`src/rtl/countdown_ctrl_pkg.sv`:
```
// Shared types and defaults for the countdown control stage.
// State encoding matches the debug/display decode downstream.
package countdown_ctrl_pkg;

   localparam int CTRL_STATE_BIT_WIDTH = 2;

   typedef enum logic [CTRL_STATE_BIT_WIDTH-1:0] {
      ST_IDLE  = 2'd0,
      ST_RUN   = 2'd1,
      ST_PAUSE = 2'd2,
      ST_DONE  = 2'd3
   } ctrl_state_e;

   localparam logic [19:0] DB_CYCLES_DEF   = 20'd1000000;
   localparam logic [26:0] LONG_CYCLES_DEF = 27'd100000000;

endpackage

```
`src/rtl/countdown_ctrl_btn_cond.sv`:
```
// Push-button conditioning: 2-flop sync, debounce, one-pulse press,
// and a single long-press pulse per hold.
module countdown_ctrl_btn_cond
   import countdown_ctrl_pkg::*;
#(
   parameter logic [19:0] DB_CYCLES   = DB_CYCLES_DEF,
   parameter logic [26:0] LONG_CYCLES = LONG_CYCLES_DEF
) (
   input  logic clk,
   input  logic rst,
   input  logic i_in,
   output logic o_press,
   output logic o_long
);

   logic        r_s1;
   logic        r_s2;
   logic        r_deb;
   logic        r_deb_q;
   logic [19:0] r_db_cnt;
   logic [26:0] r_long_cnt;
   logic        r_long_done;
   logic        w_long;

   always_ff @(posedge clk or negedge rst) begin
      if (!rst) begin
         r_s1     <= 1'b0;
         r_s2     <= 1'b0;
         r_deb    <= 1'b0;
         r_deb_q  <= 1'b0;
         r_db_cnt <= '0;
      end else begin
         r_s1    <= i_in;
         r_s2    <= r_s1;
         r_deb_q <= r_deb;
         if (r_s2 == r_deb) begin
            r_db_cnt <= '0;
         end else if (r_db_cnt == DB_CYCLES - 20'd1) begin
            r_deb    <= r_s2;
            r_db_cnt <= '0;
         end else begin
            r_db_cnt <= r_db_cnt + 20'd1;
         end
      end
   end

   // Counter saturates; long_done keeps the pulse to one per hold.
   always_ff @(posedge clk or negedge rst) begin
      if (!rst) begin
         r_long_cnt  <= '0;
         r_long_done <= 1'b0;
      end else if (!r_deb) begin
         r_long_cnt  <= '0;
         r_long_done <= 1'b0;
      end else begin
         if (r_long_cnt != LONG_CYCLES - 27'd1)
            r_long_cnt <= r_long_cnt + 27'd1;
         if (w_long)
            r_long_done <= 1'b1;
      end
   end

   assign w_long  = r_deb && !r_long_done &&
                    (r_long_cnt == LONG_CYCLES - 27'd1);
   assign o_long  = w_long;
   assign o_press = r_deb && !r_deb_q;

endmodule

```
`src/rtl/countdown_ctrl.sv`:
```
// Start/pause/done controller driving the 2-digit down counter's
// enable and reload strobes; raises the alarm once the count hits 00.
module countdown_ctrl
   import countdown_ctrl_pkg::*;
#(
   parameter logic [19:0] DB_CYCLES   = DB_CYCLES_DEF,
   parameter logic [26:0] LONG_CYCLES = LONG_CYCLES_DEF
) (
   input  logic                            clk,
   input  logic                            rst,
   input  logic                            in,
   input  logic                            tick,
   input  logic                            zero,
   output logic                            count_enable,
   output logic                            load,
   output logic                            alarm,
   output logic [CTRL_STATE_BIT_WIDTH-1:0] state
);

   ctrl_state_e r_state;
   ctrl_state_e w_state_nxt;
   logic        r_load;
   logic        w_load_nxt;
   logic        r_alarm;
   logic        w_press;
   logic        w_long;
   logic        w_unused_tick;

   // tick is qualified with count_enable in the counter itself.
   assign w_unused_tick = tick;

   countdown_ctrl_btn_cond #(
      .DB_CYCLES   (DB_CYCLES),
      .LONG_CYCLES (LONG_CYCLES)
   ) u_btn (
      .clk     (clk),
      .rst     (rst),
      .i_in    (in),
      .o_press (w_press),
      .o_long  (w_long)
   );

   always_comb begin
      w_state_nxt = r_state;
      w_load_nxt  = 1'b0;
      if (w_long) begin
         w_state_nxt = ST_IDLE;
         w_load_nxt  = 1'b1;
      end else begin
         unique case (r_state)
            ST_IDLE: if (w_press) w_state_nxt = ST_RUN;
            ST_RUN: begin
               if (zero)         w_state_nxt = ST_DONE;
               else if (w_press) w_state_nxt = ST_PAUSE;
            end
            ST_PAUSE: if (w_press) w_state_nxt = ST_RUN;
            ST_DONE: begin
               if (w_press) begin
                  w_state_nxt = ST_IDLE;
                  w_load_nxt  = 1'b1;
               end
            end
         endcase
      end
   end

   always_ff @(posedge clk or negedge rst) begin
      if (!rst) begin
         r_state <= ST_IDLE;
         r_load  <= 1'b0;
         r_alarm <= 1'b0;
      end else begin
         r_state <= w_state_nxt;
         r_load  <= w_load_nxt;
         r_alarm <= (w_state_nxt == ST_DONE);
      end
   end

   // Gated directly by zero so 00 never decrements past itself.
   assign count_enable = (r_state == ST_RUN) && !zero;
   assign load         = r_load;
   assign alarm        = r_alarm;
   assign state        = r_state;

endmodule
```
`config.mk`:
```
export PLATFORM = sky130hd
export DESIGN_NAME = countdown_ctrl
export DESIGN_NICKNAME = d
export VERILOG_FILES = /design/src/rtl/countdown_ctrl_pkg.sv /design/src/rtl/countdown_ctrl_btn_cond.sv /design/src/rtl/countdown_ctrl.sv
export SDC_FILE = /design/constraint.sdc
export NUM_CORES = 1
export LEC_CHECK = 0
export ABC_AREA = 0
export BUFFER_PORTS_ARGS = -buffer_cell sky130_fd_sc_hd__buf_2
export CAP_MARGIN = 20
export CORE_ASPECT_RATIO = 0.5
export CORE_MARGIN = 8
export CORE_UTILIZATION = 35
export CTS_CLUSTER_DIAMETER = 150
export CTS_CLUSTER_SIZE = 20
export DETAILED_ROUTE_END_ITERATION = 10
export SETUP_SLACK_MARGIN = 0.4
export SYNTH_ARGS = -nofsm -noshare
export SYNTH_HDL_FRONTEND = slang
export SYNTH_SLANG_ARGS = --single-unit
```
`constraint.sdc`:
```
create_clock -name clk -period 5.1 [get_ports clk]
set_clock_uncertainty 0.2 [all_clocks]
set_input_delay 0.765 -clock clk [delete_from_list [all_inputs] [get_ports clk]]
set_output_delay 0.765 -clock clk [all_outputs]
set_load 0.02 [all_outputs]
```
==> parameters.txt <==
Parameter                              Value

Setup path
  Reg2Reg Depth    5
  Endpoint of the lowest-slack register-to-register path    u_btn.r_long_cnt[19]$_DFFE_PN0P_
  Worst reg-to-reg setup slack    2.15 ns
  Source of the critical timing path    u_btn.r_long_cnt[12]$_DFFE_PN0P_
  Category of the worst setup path launch point    register
  Crit path capture type    register
  Crit-path cells    or4_1 > or4_4 > nor4_4 > o21ai_0 > a21boi_1
  Stages on the worst setup path    5
  Category of the critical setup timing path    reg2reg
  Worst path arrival time    2.96 ns
  Cell type group with the largest total delay on the critical path    simple AND/OR/NAND/NOR gates
  CP required    5.11 ns
  Slowest library cell on the worst path    sky130_fd_sc_hd__nor4_4
  End point of the critical path    u_btn.r_long_cnt[19]$_DFFE_PN0P_
  Max Fanout on Critical Path    19
  Buf/Inv on CP    0
  Worst reg2reg path startpoint    u_btn.r_long_cnt[12]$_DFFE_PN0P_
  Max stage delay on crit path    0.82 ns

Timing
  Final cycle utilization of the critical path    57.8%
  Setup-violating endpoint count in the final report    0
  Highest Clock Rate    0.339 GHz
  RSZ-0062 raised after global routing    no
  Final Hold Violating Endpoints    0
  Least setup slack across all paths after layout    2.15 ns
  Transition time at the pin with the least slew margin    1.05 ns
  Pins over their slew limit    0
  Slew Limit Headroom    30.3%
  Setup TNS    0 ns
  Minimum clock period    2.95 ns

Clock network
  Maximum number of buffers from clock root to sink    2
  Number of buffers added for setup after CTS    0
  CTS H-tree lvls    2
  Clock insertion delay at the later pin of the skew report    0.29 ns
  Clock buffers created by TritonCTS    5
  CTS tree    yes
  CTS Hold Buffers Added    0
  Total clock sinks    56
  Reg clk slew, reported paths    0.07 ns
  Buffer type at the clock tree root    sky130_fd_sc_hd__clkbuf_16
  Gates resized, CTS repair    0

Global routing
  Antenna violations before repair    0
  Overall global routing resource usage    9.25%
  GRT overflow    0
  Wire length of the first global-routing pass    8550 um
  Number of global-route vias before repair    1851
  Maximum number of pins on one net before global-route repair    57

Placed design
  Port buffer count    8
  Global placer's final weighted congestion    0.755
  Post-DP HPWL    3330 um
  Post-placement setup slack    2.14 ns

Synthesis
  Synth top area share    51.1%
  Synthesis warning total    0
  Top flip-flop cell by instance count after synthesis    sky130_fd_sc_hd__dfrtp_1
  Number of unique standard cell types used by synthesis    36
  Number of enable-type register cells in the synthesized netlist    0
  Count of state elements after synthesis    56
  Average footprint of a synthesized cell    10.3 um^2
  Post-Syn Instances    267
  Portion of the post-synthesis area used by sequential elements    51.1%
  Proportion of synthesized flip-flops having asynchronous set or reset    100%
  Cell accounting for the most synthesized area    sky130_fd_sc_hd__dfrtp_1
  Cell types occupying the most area after synthesis    sky130_fd_sc_hd__dfrtp_1, sky130_fd_sc_hd__xnor2_1, sky130_fd_sc_hd__nor2_1
  Synthesized cell area    2740 um^2
  Most frequently used cell type in the post-synthesis netlist    sky130_fd_sc_hd__dfrtp_1
  List of most frequent post-synthesis cells    sky130_fd_sc_hd__dfrtp_1, sky130_fd_sc_hd__nor2_1, sky130_fd_sc_hd__xnor2_1
  Synthesized netlist net count    274

Power and ir drop
  Clock Power Share    42.2%
  Share of total power consumed by net switching    19.7%
  Logic gate share of total power    2.0%
  Register share of total power    55.8%
  Leakage Power    1.24 nW
  Total design power    0.805 mW
  Cell Pwr Density    265 nW/um^2
  Switching pwr    0.159 mW
  Internal power component    0.646 mW
  Worst VDD drop    0.000141 V

Worst hold path
  Hold crit path type    reg2reg

Outcome
  Run status    completed

Route
  Final routed wirelength across all metal layers    4940 um
  Total number of vias    1905
  Number of nets still failing antenna checks after routing    0
  Vias/cell    4.94
  DRC marker count from the first detailed-route iteration    114
  Wire length per cell after detailed routing    12.8 um
  Number of remaining DRC errors    0
  DRT Pass-1 Iters    4

Floorplan
  Number of ports placed on the die boundary    10
  Die outline width    141 um
  Core area    7460 um^2
  Number of cell rows    22
  Y dimension of the die    78.6 um
  Initial cell density of the core    36.8%
  DIE AREA    11100 um^2

Layout
  Share of layout cells above drive strength 1    6.47%
  Number of nets in the finished design    284
  Area added between synthesis and finish    10.9%
  Number of antenna repair diodes    0

Job
  Max-capacitance violation count    0
[worst min path at each step]
stage / endpoint / cells past startpoint / slack [ns] / from
2_1_floorplan: u_btn.r_s2$_DFF_PN0_ / 0 / 0.13 / u_btn.r_s1$_DFF_PN0_
3_3_place_gp: u_btn.r_s2$_DFF_PN0_ / 0 / 0.14 / u_btn.r_s1$_DFF_PN0_
3_5_place_dp: u_btn.r_s2$_DFF_PN0_ / 0 / 0.14 / u_btn.r_s1$_DFF_PN0_
4_1_cts: u_btn.r_s2$_DFF_PN0_ / 0 / 0.17 / u_btn.r_s1$_DFF_PN0_
5_1_grt: u_btn.r_s2$_DFF_PN0_ / 0 / 0.18 / u_btn.r_s1$_DFF_PN0_
6_report: u_btn.r_s2$_DFF_PN0_ / 0 / 0.16 / u_btn.r_s1$_DFF_PN0_
[flip-flops by register name (all words and copies together) (netlist names)]
name,cells
u_btn.r_db_cnt,20
u_btn.r_long_cnt,27
load,1
u_btn.r_deb,1
state,2
u_btn.r_s2,1
alarm,1
u_btn.r_deb_q,1
u_btn.r_s1,1
u_btn.r_long_done,1
[routing by layer]
| metal | GRT usage [%] | part of all wire [%] | vias to the layer above |
|---|---|---|---|
| li1 | - | - | 946 |
| met1 | 11.0 | 48 | 941 |
| met2 | 16.4 | 49 | 13 |
| met3 | 1.99 | 1.8 | 5 |
| met4 | 3.19 | 1.1 | 0 |
| met5 | 0 | 0 | - |
[power by group through the flow]
| stage | logic [mW] | clock network (mW) | registers, mW |
|---|---|---|---|
| 6_report | 0.0160 | 0.340 | 0.449 |
| 5_1_grt | 0.0189 | 0.365 | 0.449 |
| 4_1_cts | 0.0169 | 0.351 | 0.449 |
| 3_5_place_dp | 0.0168 | 0 | 0.457 |
| 3_3_place_gp | 0.0163 | 0 | 0.457 |
| 2_1_floorplan | 0.00477 | 0 | 0.457 |
[area by class of cell]
type	count	area [um^2]
tap	108	135
clock buffer	8	146
multi-input combinational	201	1300
timing repair buffer	9	47.5
inverter	4	15.0
fill	733	4420
sequential	56	1400
[stage by stage]
stage,hold slack [ns],cells,area [um^2],util [%]
finish,0.160,386,3040,40.8
global route,0.175,386,3040,40.8
CTS,0.169,386,3040,40.8
detailed placement,0.145,378,2900,38.8
global placement,0.140,378,2900,38.8
floorplan,0.131,267,2740,-
[cell usage in the layout, fill, tap and decap left out, types with 3 or more instances in the layout]
cell,netlist,layout
sky130_fd_sc_hd__nor4_1,3,3
sky130_fd_sc_hd__or4_1,3,3
sky130_fd_sc_hd__xnor2_1,26,26
sky130_fd_sc_hd__and3_1,7,7
sky130_fd_sc_hd__inv_1,4,4
sky130_fd_sc_hd__or3_1,6,6
sky130_fd_sc_hd__mux2i_1,3,3
sky130_fd_sc_hd__and2_1,17,17
sky130_fd_sc_hd__clkbuf_16,0,5
sky130_fd_sc_hd__o21ai_0,6,6
sky130_fd_sc_hd__nor3b_1,4,4
sky130_fd_sc_hd__nand3_1,21,21
sky130_fd_sc_hd__dfrtp_1,56,56
sky130_fd_sc_hd__a21boi_1,6,6
sky130_fd_sc_hd__o21a_1,3,3
sky130_fd_sc_hd__nor2_1,30,30
sky130_fd_sc_hd__nand4_1,12,12
sky130_fd_sc_hd__buf_2,0,8
sky130_fd_sc_hd__nor3_1,5,5
sky130_fd_sc_hd__xor2_1,10,10
sky130_fd_sc_hd__nand2b_1,3,3
sky130_fd_sc_hd__nor2b_1,5,5
sky130_fd_sc_hd__nand2_1,14,14
[cells by family (layout without fill, tap and decap cells)]
logic type | Yosys count | count (layout) | share of synthesized area (%)
fa+ha+maj | 2 | 2 | 0.912
flops | 56 | 56 | 51.1
buf+inv | 10 | 21 | 1.64
mux | 4 | 4 | 1.51
xor+xnor | 36 | 36 | 11.5
simple gates | 139 | 139 | 28.4
compound gates | 20 | 20 | 4.97
No activity file was read; power rests on OpenSTA's default activity.
